## src/rtl/chunk_pkg.sv

```systemverilog
// Helpers shared by the block splitter and the dechunker: word-count
// derivation and the legality check for an (L, M) width pair.
package chunk_pkg;

    // Number of M-bit words that make up one L-bit block.
    function automatic int nr(input int l, input int m);
        return l / m;
    endfunction

    // An (L, M) pair is legal when the block is a whole number of words.
    function automatic bit params_ok(input int l, input int m);
        return (m > 0) && (m <= l) && ((l % m) == 0);
    endfunction

endpackage

```

## src/rtl/dechunker.sv

```systemverilog
// Reassembles M-bit words into L-bit blocks, MSB word first. The completed
// block is registered in q and held until the next block completes. strobe
// pulses for one cycle whenever q is updated.
module dechunker
    import chunk_pkg::*;
#(
    parameter  int L  = 128,
    parameter  int M  = 32,
    localparam int NR = nr(L, M),
    localparam int CW = $clog2(NR + 1)
) (
    input  logic          clk,
    input  logic          reset,
    input  logic [M-1:0]  data_in,
    input  logic          valid_in,
    input  logic          align,
    output logic [L-1:0]  q,
    output logic          strobe,
    output logic          busy,
    output logic [CW-1:0] count
);

    // Refuse to elaborate a width pair that does not split into whole words.
    if (!params_ok(L, M)) begin : g_bad_params
        $error("dechunker: L (%0d) must be a non-zero multiple of M (%0d)", L, M);
    end

    localparam logic [CW-1:0] LAST_CNT = CW'(NR - 1);

    logic [L-1:0]  sr;
    logic [CW-1:0] cnt;
    logic [L-1:0]  sr_next;

    // Shifting by M and OR-ing in the new word keeps every sr bit in use and
    // degenerates cleanly to "sr_next = data_in" when a block is one word.
    assign sr_next = (sr << M) | L'(data_in);

    // Shift register, word counter, block register and strobe.
    always_ff @(posedge clk) begin
        // NOTE: all state here uses non-blocking assignments so every register
        // samples the pre-edge values; blocking would create ordering races.
        if (reset) begin
            sr     <= '0;
            cnt    <= '0;
            q      <= '0;
            strobe <= 1'b0;
        end else begin
            strobe <= 1'b0;
            if (valid_in) begin
                sr <= sr_next;
                if (align) begin
                    // The word arriving with align starts a fresh block; the
                    // partial block is dropped and no strobe is issued.
                    cnt <= (NR == 1) ? '0 : CW'(1);
                end else if (cnt == LAST_CNT) begin
                    q      <= sr_next;
                    strobe <= 1'b1;
                    cnt    <= '0;
                end else begin
                    cnt <= cnt + CW'(1);
                end
            end else if (align) begin
                cnt <= '0;
            end
        end
    end

    assign count = cnt;
    assign busy  = (cnt != '0);

    // Simulation sanity: a strobe always follows an accepted word, and the
    // counter never leaves its legal range.
    a_strobe_after_valid : assert property (
        @(posedge clk) disable iff (reset) strobe |-> $past(valid_in));

    a_cnt_in_range : assert property (
        @(posedge clk) disable iff (reset) cnt <= LAST_CNT);

endmodule

```

## config.mk

```make
export PLATFORM = sky130hd
export DESIGN_NAME = dechunker
export DESIGN_NICKNAME = d
export VERILOG_FILES = /design/src/rtl/chunk_pkg.sv /design/src/rtl/dechunker.sv
export SDC_FILE = /design/constraint.sdc
export NUM_CORES = 1
export LEC_CHECK = 0
export CORE_UTILIZATION = 50
export DETAILED_ROUTE_END_ITERATION = 12
export GPL_ROUTABILITY_DRIVEN = 0
export PLACE_DENSITY = 0.87
export RECOVER_POWER = 100
export SLEW_MARGIN = 20
export SYNTH_ARGS = -nofsm -noshare
export SYNTH_HDL_FRONTEND = slang
export SYNTH_SLANG_ARGS = --single-unit
```

## constraint.sdc

```tcl
create_clock -name clk -period 1.9 [get_ports clk]
set_clock_uncertainty 0.15 [all_clocks]
set_input_delay 0.38 -clock clk [delete_from_list [all_inputs] [get_ports clk]]
set_output_delay 0.38 -clock clk [all_outputs]
set_load 0.005 [all_outputs]
```

==> out/qor.yml, run 1 <==
outcome:
  status: "finished clean"
run:
  max_capacitance_violation_total: 0
cts:
  cts-buffers-inserted: 23
  worstSkewPairLatency_ns: 0.49
  tritoncts: "built"
  cts_buffer_depth: 3
  clock_sink_count: 228
  ctsHtreeMaxLevel: 1
  cts.reportedPaths.clkPinSlew_ns: 0.06
  root_buffer: "sky130_fd_sc_hd__clkbuf_16"
min_path:
  hold_path.class: "input port to flop"
  holdCritStartpoint: "reset"
  worst_hold_path.num_cells: 2
  hold_path_end: "sr[67]"
timing:
  slew_headroom_pct: 59.1
  fin_crit_ns: 1.88
  timing.final.crit_share_pct: 98.8
  maxSlewViolCount: 0
  setup_repair_after_global_routing_missed_its_margin: "false"
  timing_worst_slew_pin_value_ns: 0.614
  fmax_ghz: 0.533
  hold_viol_final: 0
  tns_ns: 0
  report.final.setup_viol: 0
drt:
  first_drt_iteration_drcs: 508
  dr_total_vias: 6415
  drt-pass1-iter-count: 5
  routed_via_density: 5.08
  detail_route.wl_per_cell_um: 15.1
  drtAntennaViolNets: 0
  wirelength_mm: 19.1
  dr_drc_count: 0
logic_synthesis:
  post_synth_inst_count: 884
  post_synth_num_cell_types: 18
  synthesis.nets: 922
  yosys_warnings: 0
  ys_ff_latch: 228
  syn_area_um2: 7930
  postSynthAreaPerCell_um2: 8.97
  sequential_cell_area_fraction_in_the_yosys_report_pct: 57.6
  cell_accounting_for_the_most_synthesized_area: "sky130_fd_sc_hd__dfxtp_1"
  cell_types_with_the_largest_area_share_after_synthesis: "sky130_fd_sc_hd__dfxtp_1 58%, sky130_fd_sc_hd__mux2i_1 12%, sky130_fd_sc_hd__nand2_1 12%"
  synth_top_area_share_pct: 57.6
grt:
  antenna_found_initial: 0
  maximum_number_of_pins_on_one_net_before_global_route_repair: 60
  globalRouteTotalUtil_pct: 23.2
  grt_first_pass_wirelength_mm: 30.6
  top_usage_layer: "met2"
  grt_util_met3_pct: 4.26
  globalRoute.totalOverflow: 0
  grt_pass1_vias: 6037
  gr-usage-met1_pct: 33.9
  gr-usage-met2_pct: 34.3
worst_setup_path:
  regToRegSetupSlack_ns: 0.11
  cp_num_buf_inv: 1
  crit_path_cell_trace: "clkdlybuf4s50_1"
  cp_max_stage_cell: "sky130_fd_sc_hd__clkdlybuf4s50_1"
  critical_path.startpoint_type: "flop"
  worst-setup-path-type: "flop to primary output"
  reg2reg_depth: 6
  setup.worst_path.end_class: "primary output"
  cpPeakStageDelay_ns: 0.53
  cell_type_group_with_the_largest_total_delay_on_the_critical_path: "buffers and inverters"
  crit-reg2reg-capture: "q[5]"
  worst-endpoint-required_ns: 1.37
  worst_r2r_startpoint: "count[1]"
  cp_data_arrival_time_ns: 1.35
  worstPathMaxFanout: 2
floorplan:
  initial_utilization_pct: 51.8
  placement_rows: 45
  floorplan.die.width_um: 128
  die_height_um: 128
  boundaryPins: 169
  core_region_area_um2: 15300
  die_area_um2: 16400
layout:
  finalNetCount: 1075
  layout.cells.most_common_list: "257 x sky130_fd_sc_hd__nand2_1, 209 x sky130_fd_sc_hd__dfxtp_1, 130 x sky130_fd_sc_hd__a21oi_1"
  insertedDiodeCount: 0
  drive_gt1_share_pct: 7.60
  final_cells: 1264
  mostFrequentLayoutCell: "sky130_fd_sc_hd__nand2_1"
  area.growth.synth_to_final_pct: 33.5
  layout.cell_area.non_filler_um2: 10600
  post-route-util_pct: 69.1
pwr:
  peakVddDrop_mv: 0.487
  power.density_nw_per_um2: 902
  leak_nw: 4.02
place:
  buffer_ports.inserted: 168
  dp_cells: 1219
  dp_hpwl_mm: 12.4
  placed_cell_area_um2: 9850
[state kept, by name (all words and copies together), names as in the netlist]
| name | count |
|---|---|
| count | 3 |
| q | 128 |
| sr | 96 |
| strobe | 1 |
[layout make-up]
type	instances	area [µm²]
inverters	2	7.51
clock buffers	37	688
fillers	1209	4730
well taps	211	264
multi-input cells	590	3050
flip-flops and latches	228	4590
repair buffers	192	1970
clock inverters	4	20.0
[logic make-up after synthesis]
kind of cell	Yosys count	share of synthesized area (%)
flip-flops	228	57.6
AO/OA/AOI/OAI	131	8.27
AND/OR/NAND/NOR	360	17.3
multiplexers	97	12.2
adder cells (fa/ha/maj)	2	0.316
buffers and inverters	66	4.28
[metal layers]
layer / wire length, µm / vias up
met2: 8450 / 206
li1: - / 3184
met5: 0 / -
met3: 1120 / 40
met4: 574 / 0
met1: 9000 / 2985
[per-stage QoR]
stage	power (mW)	hold WS, ns	worst slack (ns)
5_1_grt	9.90	0.0872	0.000553
6_report	9.55	0.0820	0.0222
4_1_cts	9.61	0.0720	0.000300
2_1_floorplan	5.26	0.281	0.446
3_3_place_gp	5.44	0.289	-0.0285
3_5_place_dp	5.45	0.292	-0.0883
[worst max-delay path by stage]
stage	from	depth (start not counted)	end	slack (ns)
floorplan	count[0]	6	q[100]	0.45
global placement	align	5	q[25]	-0.03
detailed placement	align	5	q[5]	-0.09
CTS	q[117]	1	q[117]	0.0003
global route	q[9]	1	q[9]	0.0006
finish	q[38]	1	q[38]	0.02
[where the power goes]
group / switching (mW) / internal [mW] / total (mW)
sequential: 0.0723 / 4.86 / 4.93
clock: 1.73 / 2.47 / 4.20
combinational: 0.213 / 0.199 / 0.412
[synth_stat cells]
cell                          n
sky130_fd_sc_hd__nand2b_1     1
sky130_fd_sc_hd__and4bb_2     1
sky130_fd_sc_hd__nand4bb_1    1
sky130_fd_sc_hd__mux2i_1     97
sky130_fd_sc_hd__inv_1        2
sky130_fd_sc_hd__or3_1        1
sky130_fd_sc_hd__buf_2       22
sky130_fd_sc_hd__ha_1         2
sky130_fd_sc_hd__nand2_1    257
sky130_fd_sc_hd__a21oi_1    130
sky130_fd_sc_hd__nor2_1      98
sky130_fd_sc_hd__o21ai_1      1
sky130_fd_sc_hd__clkbuf_1    25
sky130_fd_sc_hd__buf_1        1
sky130_fd_sc_hd__buf_4       15
sky130_fd_sc_hd__nor3_1       1
sky130_fd_sc_hd__dfxtp_1    228
sky130_fd_sc_hd__buf_6        1
[what timing repair did]
item	in CTS	in global routing
pin swaps	0	0
resized for setup	20	66
endpoints found under the hold margin	1	0
setup endpoints to repair	19	65
gates cloned	0	0
setup buffers	1	2
hold buffers	1	0
Power figures use the tool's default switching activity.
==> run 2, diff against run 1 <==
- CTS_CLUSTER_DIAMETER: not set -> 100
- PLACE_DENSITY: 0.87 -> 0.81
==> run 2 against run 1 <==
Final cell count decreased by 0.40%. Critical path depth unchanged. Global-route usage down 0.21 points. Routed wire length about the same. Hold slack improved by 0.015 ns. Critical path type unchanged. Count of clock-buffer cells in the layout fell by 1. Largest cell class unchanged. Register-to-register slack improved by 0.02 ns. Highest routed layer unchanged.
==> out/qor.yml, run 2 (synthesized netlist as in run 1, its figures left out) <==
outcome:
  status: "finished clean"  # unchanged
place:
  dp_hpwl_mm: 12.5  # was 12.4 mm
  dp_cells: 1217  # was 1219
  buffer_ports.inserted: 168  # unchanged
worst_setup_path:
  crit-reg2reg-capture: "q[57]"  # was q[5]
  cp_data_arrival_time_ns: 1.35  # about the same
  worst_r2r_startpoint: "count[1]"  # unchanged
  worstPathMaxFanout: 2  # unchanged
  crit_path_cell_trace: "clkdlybuf4s50_1"  # unchanged
  worst-endpoint-required_ns: 1.37  # about the same
  worst-setup-path-type: "flop to primary output"  # unchanged
  critical_path.startpoint_type: "flop"  # unchanged
  cp_num_buf_inv: 1  # unchanged
  setup.worst_path.end_class: "primary output"  # unchanged
  cpPeakStageDelay_ns: 0.52  # was 0.53 ns
  cp_max_stage_cell: "sky130_fd_sc_hd__clkdlybuf4s50_1"  # unchanged
  reg2reg_depth: 6  # unchanged
  regToRegSetupSlack_ns: 0.13  # was 0.11 ns
  cell_type_group_with_the_largest_total_delay_on_the_critical_path: "buffers and inverters"  # unchanged
  setup.worst_path.start: "q[29]"  # was q[38]
cts:
  tritoncts: "built"  # unchanged
  cts-buffers-inserted: 23  # unchanged
  cts.reportedPaths.clkPinSlew_ns: 0.06  # about the same
  ctsHtreeMaxLevel: 1  # unchanged
  clock_sink_count: 228  # unchanged
  cts_hold_buf: 0  # was 1
  root_buffer: "sky130_fd_sc_hd__clkbuf_16"  # unchanged
  worstSkewPairLatency_ns: 0.49  # about the same
  cts_buffer_depth: 3  # unchanged
layout:
  final_cells: 1259  # was 1264
  fill_cells: 1235  # was 1209
  area.growth.synth_to_final_pct: 33.5  # about the same
  insertedDiodeCount: 0  # unchanged
  finalNetCount: 1071  # was 1075
  mostFrequentLayoutCell: "sky130_fd_sc_hd__nand2_1"  # unchanged
  layout.cells.most_common_list: "257 x sky130_fd_sc_hd__nand2_1, 212 x sky130_fd_sc_hd__dfxtp_1, 130 x sky130_fd_sc_hd__a21oi_1"  # was 257 x sky130_fd_sc_hd__nand2_1, 209 x sky130_fd_sc_hd__dfxtp_1, 130 x sky130_fd_sc_hd__a21oi_1
  largest_register_ff_count: 128  # unchanged
  regMostFlops: "q"  # unchanged
  drive_gt1_share_pct: 7.25  # was 7.60%
timing:
  maxSlewViolCount: 0  # unchanged
  hold_viol_final: 0  # unchanged
  timing.final.crit_share_pct: 99.1  # was 98.8%
  report.final.setup_viol: 0  # unchanged
  fmax_ghz: 0.531  # was 0.533 GHz
  slew_headroom_pct: 12.6  # was 59.1%
  timing_worst_slew_pin_value_ns: 1.31  # was 0.614 ns
  fin_crit_ns: 1.88  # about the same
  tns_ns: 0  # unchanged
pwr:
  total_power_mw: 9.79  # was 9.55 mW
  leak_nw: 4.08  # was 4.02 nW
  peakVddDrop_mv: 0.608  # was 0.487 mV
  power.density_nw_per_um2: 925  # was 902 nW/µm²
run:
  max_capacitance_violation_total: 0  # unchanged
grt:
  globalRoute.totalOverflow: 0  # unchanged
  globalRouteTotalUtil_pct: 23.0  # was 23.2%
  grt_pass1_vias: 5897  # was 6037
  grt_first_pass_wirelength_mm: 30.2  # was 30.6 mm
  maximum_number_of_pins_on_one_net_before_global_route_repair: 71  # was 60
  antenna_found_initial: 0  # unchanged
drt:
  dr_total_vias: 6333  # was 6415
  dr_drc_count: 0  # unchanged
  routed_via_density: 5.03  # was 5.08
  wirelength_mm: 19.2  # was 19.1 mm
  drt-pass1-iter-count: 5  # unchanged
  drtAntennaViolNets: 0  # unchanged
  detail_route.wl_per_cell_um: 15.2  # was 15.1 µm
  first_drt_iteration_drcs: 365  # was 508
min_path:
  hold_path.class: "input port to flop"  # unchanged
  worst_hold_path.num_cells: 2  # unchanged
  holdCritStartpoint: "reset"  # unchanged
  hold_path_end: "sr[81]"  # was sr[67]
floorplan:
  floorplan.die.width_um: 128  # unchanged
  die_height_um: 128  # unchanged
  core_region_area_um2: 15300  # unchanged
  boundaryPins: 169  # unchanged
  placement_rows: 45  # unchanged
  die_area_um2: 16400  # unchanged
  initial_utilization_pct: 51.8  # unchanged
==> run 2: worst register-to-register path, stage by stage (launching register included) <==
cell and delay (ns):
sky130_fd_sc_hd__dfxtp_1 0.33, sky130_fd_sc_hd__buf_4 0.12, sky130_fd_sc_hd__ha_1 0.23, sky130_fd_sc_hd__and4bb_4 0.35, sky130_fd_sc_hd__buf_4 0.26, sky130_fd_sc_hd__nand2_1 0.09
sky130_fd_sc_hd__a21oi_1 0.16
==> run 2: area by class of cell <==
| cell class | count | area (µm²) | share of cell area, % |
|---|---|---|---|
| inverters | 2 | 7.51 | 0.0709 |
| well taps | 211 | 264 | 2.49 |
| flip-flops and latches | 228 | 4580 | 43.3 |
| clock buffers | 36 | 714 | 6.75 |
| repair buffers | 188 | 1920 | 18.1 |
| clock inverters | 4 | 48.8 | 0.461 |
| multi-input cells | 590 | 3050 | 28.8 |
==> run 2: power by group <==
part / switching (mW) / leakage, nW / internal, mW / total [mW]
registers: 0.0728 / 1.85 / 4.86 / 4.93
clock network: 1.74 / 0.379 / 2.70 / 4.45
logic: 0.214 / 1.84 / 0.196 / 0.411
total: 2.03 / 4.08 / 7.76 / 9.79
==> run 2: how the worst max path moves through the flow <==
stage,to,slack (ns),cells after the start
after CTS,q[108],0.0005,1
after global routing,q[124],-0.006,1
final,q[29],0.02,1
after detailed placement,q[28],-0.09,5
after floorplan,q[100],0.45,6
after global placement,q[117],-0.05,5
==> run 2: timing repair <==
| item | CTS | global route |
|---|---|---|
| endpoints found under the setup margin | 33 | 58 |
| pin swaps | 0 | 0 |
| gates resized for setup | 35 | 60 |
| setup buffers | 2 | 0 |
==> run 2: routing by layer <==
| layer | global-route usage [%] | part of all wire, % | up-vias |
|---|---|---|---|
| met2 | 35.4 | 44 | 165 |
| met3 | 3.38 | 4.9 | 27 |
| met5 | 0 | 0 | - |
| met4 | 6.64 | 1.8 | 0 |
| li1 | - | - | 3174 |
| met1 | 33.6 | 49 | 2967 |
==> run 2: stage by stage <==
stage | setup slack, ns | hold WS, ns | utilization (%) | instance area [µm²]
final | 0.0164 | 0.0971 | 69.1 | 10600
after global routing | -0.00559 | 0.108 | 69.1 | 10600
after detailed placement | -0.0875 | 0.296 | 64.3 | 9850
after global placement | -0.0454 | 0.289 | 64.3 | 9850
after floorplan | 0.446 | 0.281 | - | 7930
after CTS | 0.000547 | 0.0854 | 69.4 | 10600
==> run 3, diff against run 2 <==
- CELL_PAD_IN_SITES_DETAIL_PLACEMENT: not set -> 1
- CELL_PAD_IN_SITES_GLOBAL_PLACEMENT: not set -> 1
- CORE_UTILIZATION: 50 -> 38
- PLACE_DENSITY: 0.81 -> 0.82
==> run 3 against run 2 <==
Register-to-register slack is essentially flat. Flip-flop and latch count did not move. Setup slack better by 0.010 ns. Die area is 31% higher. Power up 1.6%. Sequential power hardly changed. Largest cell class unchanged.
==> out/qor.yml, run 3 (synthesized netlist as in run 1, its figures left out) <==
pwr:
  power.net_switching_mw: 2.12  # was 2.03 mW
  cellInternalPower_mw: 7.83  # was 7.76 mW
  share_comb_of_total_power_pct: 4.2  # about the same
  power.density_nw_per_um2: 937  # was 925 nW/µm²
  peakVddDrop_mv: 0.498  # was 0.608 mV
  power.switching_fraction_pct: 21.3  # was 20.7%
  leak_nw: 4.43  # was 4.08 nW
  pwr-share-clk_pct: 46.2  # was 45.4%
  total_power_mw: 9.95  # was 9.79 mW
  power.sequential.fraction_pct: 49.6  # was 50.4%
worst_setup_path:
  setup.worst_path.start: "q[11]"  # was q[29]
  worst-setup-path-type: "flop to primary output"  # unchanged
  regToRegSetupSlack_ns: 0.13  # about the same
  cp_num_buf_inv: 1  # unchanged
  cp_max_stage_cell: "sky130_fd_sc_hd__clkdlybuf4s50_1"  # unchanged
  worstPathMaxFanout: 2  # unchanged
  critical_path.startpoint_type: "flop"  # unchanged
  reg2reg_depth: 5  # was 6
  setup.worst_path.end_class: "primary output"  # unchanged
  cpPeakStageDelay_ns: 0.50  # was 0.52 ns
  path_depth: 1  # unchanged
  worst-endpoint-required_ns: 1.37  # about the same
  crit_path_cell_trace: "clkdlybuf4s50_1"  # unchanged
  worst_r2r_startpoint: "count[1]"  # unchanged
  cp_data_arrival_time_ns: 1.34  # was 1.35 ns
  critical_path.endpoint: "q[11]"  # was q[29]
  cell_type_group_with_the_largest_total_delay_on_the_critical_path: "buffers and inverters"  # unchanged
  crit-reg2reg-capture: "q[88]"  # was q[57]
cts:
  worstSkewPairLatency_ns: 0.51  # was 0.49 ns
  cts_buffer_depth: 3  # unchanged
  ctsHtreeMaxLevel: 1  # unchanged
  cts-buffers-inserted: 24  # was 23
  cts.reportedPaths.clkPinSlew_ns: 0.06  # about the same
  tritoncts: "built"  # unchanged
  clock_sink_count: 228  # unchanged
  cts_post_setup_buffers_inserted: 0  # was 2
  root_buffer: "sky130_fd_sc_hd__clkbuf_16"  # unchanged
grt:
  globalRoute.totalOverflow: 0  # unchanged
  grt_pass1_vias: 6499  # was 5897
  antenna_found_initial: 0  # unchanged
  maximum_number_of_pins_on_one_net_before_global_route_repair: 57  # was 71
  grt_first_pass_wirelength_mm: 34.8  # was 30.2 mm
  globalRouteTotalUtil_pct: 20.0  # was 23.0%
timing:
  report.final.setup_viol: 0  # unchanged
  fmax_ghz: 0.534  # was 0.531 GHz
  fin_crit_ns: 1.87  # was 1.88 ns
  timing.final.crit_share_pct: 98.6  # was 99.1%
  slew_headroom_pct: 56.7  # was 12.6%
  maxSlewViolCount: 0  # unchanged
  hold_viol_final: 0  # unchanged
  timing_worst_slew_pin_value_ns: 0.650  # was 1.31 ns
layout:
  mostFrequentLayoutCell: "sky130_fd_sc_hd__nand2_1"  # unchanged
  largest_register_ff_count: 128  # unchanged
  fill_cells: 2331  # was 1235
  ff_latch_area_um2: 4590  # was 4580 µm²
  area.growth.synth_to_final_pct: 34.0  # was 33.5%
  layout.cell_area.non_filler_um2: 10600  # about the same
  drive_gt1_share_pct: 7.73  # was 7.25%
  insertedDiodeCount: 0  # unchanged
  area_taken_by_multi_input_logic_gates_um2: 3050  # unchanged
  regMostFlops: "q"  # unchanged
  finalNetCount: 1069  # was 1071
  layout.cells.most_common_list: "257 x sky130_fd_sc_hd__nand2_1, 204 x sky130_fd_sc_hd__dfxtp_1, 130 x sky130_fd_sc_hd__a21oi_1"  # was 257 x sky130_fd_sc_hd__nand2_1, 212 x sky130_fd_sc_hd__dfxtp_1, 130 x sky130_fd_sc_hd__a21oi_1
floorplan:
  floorplan.die.width_um: 146  # was 128 µm
  die_area_um2: 21400  # was 16400 µm²
  initial_utilization_pct: 38.9  # was 51.8%
  boundaryPins: 169  # unchanged
  core_region_area_um2: 20400  # was 15300 µm²
  die_height_um: 146  # was 128 µm
  placement_rows: 52  # was 45
place:
  dp_hpwl_mm: 14.2  # was 12.5 mm
  buffer_ports.inserted: 168  # unchanged
  placed_cell_area_um2: 9900  # was 9850 µm²
drt:
  dr_total_vias: 6425  # was 6333
  first_drt_iteration_drcs: 261  # was 365
  dr_drc_count: 0  # unchanged
  detail_route.wl_per_cell_um: 16.6  # was 15.2 µm
  drt-pass1-iter-count: 4  # was 5
  drtAntennaViolNets: 0  # unchanged
  routed_via_density: 4.87  # was 5.03
  wirelength_mm: 21.8  # was 19.2 mm
outcome:
  status: "finished clean"  # unchanged
run:
  max_capacitance_violation_total: 0  # unchanged
min_path:
  hold_path.class: "input port to flop"  # unchanged
==> run 3: changes by cell type in the layout (fill, tap and decap cells not counted), sizes merged, moves of 2 or more <==
cell	delta
buf	-4
clkbuf	+2
clkdlybuf4s25	-22
clkdlybuf4s50	-28
clkinv	+2
dlygate4sd2	+43
dlymetal6s2s	+7
==> run 3: cell type report <==
class	count	share of cell area [%]
sequential	228	43.2
multi-input combinational	590	28.7
timing repair buffer	185	17.5
clock buffer	38	6.91
tap	270	3.18
clock inverter	5	0.471
inverter	2	0.0707
==> run 3: worst min path at each step <==
stage | startpoint | to | cells past startpoint
final | reset | sr[35] | 2
after global routing | reset | sr[66] | 2
after CTS | reset | sr[66] | 2
after detailed placement | sr[86] | q[118] | 2
after global placement | sr[71] | q[103] | 2
after floorplan | sr[68] | q[100] | 2
==> run 3: stage by stage <==
stage	hold WS (ns)	std cells	setup WS (ns)	utilization, %	TNS (ns)
2_1_floorplan	0.281	884	0.446	-	0
3_3_place_gp	0.289	1274	-0.0525	48.6	-2.74
3_5_place_dp	0.295	1274	-0.106	48.6	-5.04
4_1_cts	0.0754	1318	0.000139	52.2	0
5_1_grt	0.0937	1318	-0.00597	52.2	-0.00597
6_report	0.0902	1318	0.0266	52.2	0
==> run 3: timing repair <==
item / in CTS / in global routing
endpoints found under the hold margin: 1 / 0
endpoints found under the setup margin: 83 / 49
pin swaps: 0 / 0
hold buffers: 1 / 0
cloned: 0 / 0
gates resized for setup: 91 / 49
==> run 3: routing by layer <==
metal  GRT usage [%]  share of wire (%)  wire, µm  vias to the layer above
li1                -                  -         -                     3178
met1            27.7                 48     10500                     3087
met2            31.9                 46      9940                      127
met3            3.19                4.1       890                       33
met4            6.09                2.3       501                        0
met5               0                  0         0                        -
==> run 3: power by group through the flow <==
stage / Clock (mW) / Combinational [mW] / Sequential [mW]
after detailed placement: 0 / 0.425 / 5.04
final: 4.60 / 0.420 / 4.94
after global routing: 4.93 / 0.456 / 4.94
after CTS: 4.70 / 0.430 / 4.93
after global placement: 0 / 0.415 / 5.03
after floorplan: 0 / 0.253 / 5.01
